$ cat config.mk
export PLATFORM = sky130hd
export DESIGN_NAME = mux_operand_loader
export DESIGN_NICKNAME = d
export VERILOG_FILES = /design/src/rtl/mux_operand_loader_pkg.sv /design/src/rtl/mux_operand_loader_hold_counter.sv /design/src/rtl/mux_operand_loader.sv
export SDC_FILE = /design/constraint.sdc
export NUM_CORES = 1
export LEC_CHECK = 0
export BUFFER_PORTS_ARGS = -buffer_cell sky130_fd_sc_hd__buf_2
export CORE_MARGIN = 2
export CORE_UTILIZATION = 30
export DETAILED_ROUTE_END_ITERATION = 7
export HOLD_SLACK_MARGIN = 0.05
export MAX_ROUTING_LAYER = met4
export PLACE_DENSITY = 0.57
export SETUP_SLACK_MARGIN = 0.02
export SLEW_MARGIN = 15
export SYNTH_ARGS = -nofsm -noshare
export SYNTH_HDL_FRONTEND = slang
export SYNTH_SLANG_ARGS = --single-unit
export TNS_END_PERCENT = 50
$ cat constraint.sdc
create_clock -name clk -period 1.8 [get_ports clk]
set_clock_uncertainty 0.2 [all_clocks]
set_input_delay 0.27 -clock clk [delete_from_list [all_inputs] [get_ports clk]]
set_output_delay 0.27 -clock clk [all_outputs]
set_load 0.03 [all_outputs]
$ cat src/rtl/mux_operand_loader_pkg.sv
// Shared definitions for the mux operand loader: state encoding,
// default parameter values and the hold counter width.
package mux_operand_loader_pkg;

  // Loader states; encoding 2'd3 is unused and recovers to LOAD_A.
  typedef enum logic [1:0] {
    LOAD_A  = 2'd0,
    LOAD_B  = 2'd1,
    PRESENT = 2'd2
  } state_e;

  localparam int DEF_WIDTH       = 4;
  localparam int DEF_HOLD_CYCLES = 4;
  localparam int CNT_W           = 8;

endpackage

$ cat src/rtl/mux_operand_loader_hold_counter.sv
// 8-bit presentation counter. start/clr zero it synchronously, en
// increments it, and tc flags the last cycle of the hold window.
module mux_operand_loader_hold_counter
  import mux_operand_loader_pkg::*;
#(
  parameter int HOLD_CYCLES = DEF_HOLD_CYCLES
) (
  input  logic clk,
  input  logic rst_n,
  input  logic start,
  input  logic clr,
  input  logic en,
  output logic tc
);

  localparam logic [CNT_W-1:0] TC_VAL = CNT_W'(HOLD_CYCLES - 1);

  logic [CNT_W-1:0] cnt_q, cnt_d;

  // Next count: restart wins over increment.
  always_comb begin
    cnt_d = cnt_q;
    if (start || clr) begin
      cnt_d = '0;
    end else if (en) begin
      cnt_d = cnt_q + CNT_W'(1);
    end
  end

  // Count register.
  always_ff @(posedge clk or negedge rst_n) begin
    if (!rst_n) begin
      cnt_q <= '0;
    end else begin
      cnt_q <= cnt_d;
    end
  end

  assign tc = (cnt_q == TC_VAL);

endmodule

$ cat src/rtl/mux_operand_loader.sv
// Captures two consecutive nibbles from a valid/ready stream as operands
// A and B, then presents them for HOLD_CYCLES cycles with an alternating
// select key so the downstream 2:1 mux emits A, B, A, B, ...
module mux_operand_loader
  import mux_operand_loader_pkg::*;
#(
  parameter int WIDTH       = DEF_WIDTH,
  parameter int HOLD_CYCLES = DEF_HOLD_CYCLES
) (
  input  logic             clk,
  input  logic             rst_n,
  input  logic             clear,
  input  logic [WIDTH-1:0] in_data,
  input  logic             in_valid,
  output logic             in_ready,
  output logic [WIDTH-1:0] op_a,
  output logic [WIDTH-1:0] op_b,
  output logic             key,
  output logic             out_valid
);

  state_e           state_q, state_d;
  logic [WIDTH-1:0] op_a_q, op_a_d;
  logic [WIDTH-1:0] op_b_q, op_b_d;
  logic             key_q, key_d;
  logic             out_valid_q, out_valid_d;

  logic xfer;
  logic cnt_start, cnt_clr, cnt_en, cnt_tc;

  // Ready depends on state only, so upstream never sees a path from in_valid.
  assign in_ready = (state_q == LOAD_A) || (state_q == LOAD_B);
  assign xfer     = in_valid && in_ready;

  mux_operand_loader_hold_counter #(
    .HOLD_CYCLES (HOLD_CYCLES)
  ) u_hold_counter (
    .clk   (clk),
    .rst_n (rst_n),
    .start (cnt_start),
    .clr   (cnt_clr),
    .en    (cnt_en),
    .tc    (cnt_tc)
  );

  // Next-state and operand capture; clear overrides any same-edge transfer.
  always_comb begin
    state_d   = state_q;
    op_a_d    = op_a_q;
    op_b_d    = op_b_q;
    key_d     = key_q;
    cnt_start = 1'b0;
    cnt_clr   = 1'b0;
    cnt_en    = 1'b0;
    if (clear) begin
      state_d = LOAD_A;
      key_d   = 1'b0;
      cnt_clr = 1'b1;
    end else begin
      case (state_q)
        LOAD_A: begin
          if (xfer) begin
            op_a_d  = in_data;
            state_d = LOAD_B;
          end
        end
        LOAD_B: begin
          if (xfer) begin
            op_b_d    = in_data;
            state_d   = PRESENT;
            key_d     = 1'b0;
            cnt_start = 1'b1;
          end
        end
        PRESENT: begin
          if (cnt_tc) begin
            state_d = LOAD_A;
            key_d   = 1'b0;
            cnt_clr = 1'b1;
          end else begin
            key_d  = ~key_q;
            cnt_en = 1'b1;
          end
        end
        default: begin
          state_d = LOAD_A;
          key_d   = 1'b0;
          cnt_clr = 1'b1;
        end
      endcase
    end
  end

  // out_valid is registered from the next state so it is glitch-free.
  always_comb begin
    out_valid_d = (state_d == PRESENT);
  end

  // State, operand and presentation registers.
  always_ff @(posedge clk or negedge rst_n) begin
    if (!rst_n) begin
      state_q     <= LOAD_A;
      op_a_q      <= '0;
      op_b_q      <= '0;
      key_q       <= 1'b0;
      out_valid_q <= 1'b0;
    end else begin
      state_q     <= state_d;
      op_a_q      <= op_a_d;
      op_b_q      <= op_b_d;
      key_q       <= key_d;
      out_valid_q <= out_valid_d;
    end
  end

  assign op_a      = op_a_q;
  assign op_b      = op_b_q;
  assign key       = key_q;
  assign out_valid = out_valid_q;

endmodule

==> flow_summary.ini <==
[die]
fp.dieH_um = 58.57
rows = 19
ios = 19
start_util_pct = 32.12
die_area_sq_mm = 0.003430
core-area_sq_mm = 0.002781
die_x_um = 58.57

[pwr]
p_int_uw = 866.2
irDropWorstVdd_v = 0.0006718
total_power_mw = 1.242
clockPowerShare_pct = 29.2
pwr-share-seq_pct = 43.9
pwr_density_cell_mw_per_mm2 = 1033
leakage_nw = 0.5603
p_sw_uw = 375.7
p_comb_share_pct = 26.9
p_sw_share_pct = 30.25

[detailed_routing]
drt-total-wl_um = 1681
detail-route-antenna-nets = 0
first_iter_violations = 28
top_layer = met4
drt_pass1_iterations = 2
vias = 665
drcViolationCount = 0
met2_length_um = 773
route.met3.wl_um = 48
met1Wirelength_um = 808
routed_via_density = 4.750
wire_per_inst_um = 12.01

[place]
port_buffers = 18
gp_congestion = 0.7269
hpwl_um = 1255
dp_slack_ns = 0.08799

[worst_setup_path]
critical_path.cell_chain = or3b_4, a211oi_1, xnor2_1, nor2_1
slowest_stage = dfrtp_1
crit_path_start_kind = flip-flop
critical_path.max_stage_delay_ns = 0.42
critical_path_class = reg -> reg
crit_fanout = 5
crit_path_end_kind = flip-flop
ff2ff_setup_slack_ns = 0.11
r2r_end = u_hold_counter.cnt_q[2]
critPathRequiredTime_ns = 1.79
reg2reg_depth = 4
worstReg2RegStart = state_q[1]
arrival_ns = 1.67

[clocking]
htree_levels = 1
cts_buffers = 3
clock_sinks = 20
cts_tree = done
worst_skew_pair.late_latency_ns = 0.30
cts_buffer_depth = 2
clk_pin_slew_ns = 0.11
root_buffer = clkbuf_4

[layout]
final_layout_size_suffix_gt1_share_pct = 40.37
antenna-diode-count = 0
area_growth_pct = 34.59
nets = 119

[synth]
netlist_instances = 74
synth.avg_cell_area_sq_um = 12.07
synth_largest_area_cell = dfrtp_1
ys_warn_count = 0
synth.distinct_cells = 26
synthTopCellsByCount = 20 x dfrtp_1, 10 x nor2_1, 8 x mux2_2
syn_nets = 83
synthTopCellsByArea = dfrtp_1 56%, mux2_2 10%, nor2_1 4.2%, xnor2_1 3.9%, xor2_1 3.9%
synth_seq_area_share_pct = 56.02
ys_async_sr_fraction_pct = 100.0
syn_area_sq_um = 893.4
synth_flop_cell = dfrtp_1
yosysTopAreaCellShare_pct = 56.02
synth_edf_count = 0
synth_most_common_cell = dfrtp_1
synth-seq-cells = 20

[worst_hold_path]
worstHoldStart = clear
hold_path_depth = 4
holdPathEnd = key
hp-class = in -> reg

[timing]
fin_worst_hold_slack_ns = 0.08834
slew_headroom_pct = 70.52
worst_slack_ns = 0.1145
fmax_mhz = 593.3
final_hold_viol_count = 0
post-route-period-util_pct = 93.64
report.final.setup_viol = 0
period_needed_ns = 1.685
fin_setup_tns_ns = 0
tightest_slew_ns = 0.4421
drv_slew = 0
rsz0062_at_grt = true

[global_route]
grt_pass1_vias = 676
grt_pass1_wl_um = 2856
grt_antenna_before_repair = 0
grt_max_degree = 21
grt_usage_pct = 11.61
grt_overflow_total = 0

[flow_run]
maxCapViolations = 0

[status]
outcome = finished clean
[routing by layer]
layer	vias to the layer above	GRT usage [%]
li1	332	-
met1	318	13.69
met2	11	17.66
met3	4	2.637
met4	0	7.792
met5	-	-
[cell families after synthesis]
logic type               Yosys count  share of synthesized area, %
adder cells (fa/ha/maj)            1                         1.400
XOR/XNOR                           8                         7.842
AND/OR/NAND/NOR                   29                         17.93
buffers and inverters              2                        0.8406
AO/OA/AOI/OAI                      5                         4.762
multiplexers                       9                         11.20
flip-flops                        20                         56.02
[worst max-delay path, delay by kind of cell (launching register included)]
family          cells  cell delay [ns]
compound gates      1             0.29
simple gates        2             0.49
flops               1             0.42
xor+xnor            1             0.16
[what timing repair did]
| action | CTS | global route |
|---|---|---|
| endpoints found under the hold margin | 29 | 0 |
| gates resized for setup | 0 | 2 |
| hold buffers | 6 | 0 |
| buffers inserted | 0 | 1 |
| setup endpoints to repair | 0 | 12 |
[per-stage QoR]
stage                     util [%]  instances  instance area (sq um)
after global placement       38.37        129                   1067
after detailed placement     38.37        129                   1067
after global routing         43.23        140                   1202
after floorplan                  -         74                  893.4
after CTS                    42.42        139                   1180
final                        43.23        140                   1202
[layout make-up]
| type | count | area, sq um |
|---|---|---|
| well taps | 31 | 38.79 |
| inverters | 2 | 7.507 |
| fillers | 258 | 1579 |
| flip-flops and latches | 20 | 500.5 |
| clock buffers | 3 | 22.52 |
| clock inverters | 1 | 30.03 |
| repair buffers | 31 | 202.7 |
| multi-input cells | 52 | 400.4 |
[cells in the final DEF, fill, tap and decap left out, drive strengths merged, types with 3 or more instances in the layout]
| cell | instances |
|---|---|
| dlygate4sd3 | 6 |
| clkbuf | 3 |
| nor2 | 10 |
| buf | 25 |
| mux2 | 8 |
| nand3 | 3 |
| dfrtp | 20 |
| xor2 | 4 |
| xnor2 | 4 |
[power groups by stage]
stage	Clock (mW)	Sequential [mW]	Combinational (mW)
finish	0.363	0.545	0.334
global route	0.393	0.558	0.357
CTS	0.372	0.548	0.338
detailed placement	0	0.557	0.327
global placement	0	0.553	0.322
floorplan	0	0.683	0.0864
[sequential cells by signal, summed over array words and instances, names as in the netlist]
| register | flops |
|---|---|
| u_hold_counter.cnt_q | 8 |
| op_a | 4 |
| op_b | 4 |
| state_q | 2 |
| key | 1 |
| out_valid | 1 |
[worst max-delay path by stage]
stage	from	to	slack [ns]	cells after the start
finish	state_q[1]	u_hold_counter.cnt_q[2]	0.11	4
global route	state_q[0]	op_a[2]	0.004	4
CTS	state_q[0]	op_a[3]	0.08	4
detailed placement	clear	u_hold_counter.cnt_q[1]	0.09	5
global placement	u_hold_counter.cnt_q[5]	u_hold_counter.cnt_q[2]	0.09	5
floorplan	state_q[1]	op_a[0]	0.06	2
Note: power is estimated with default switching activity, not from simulation.
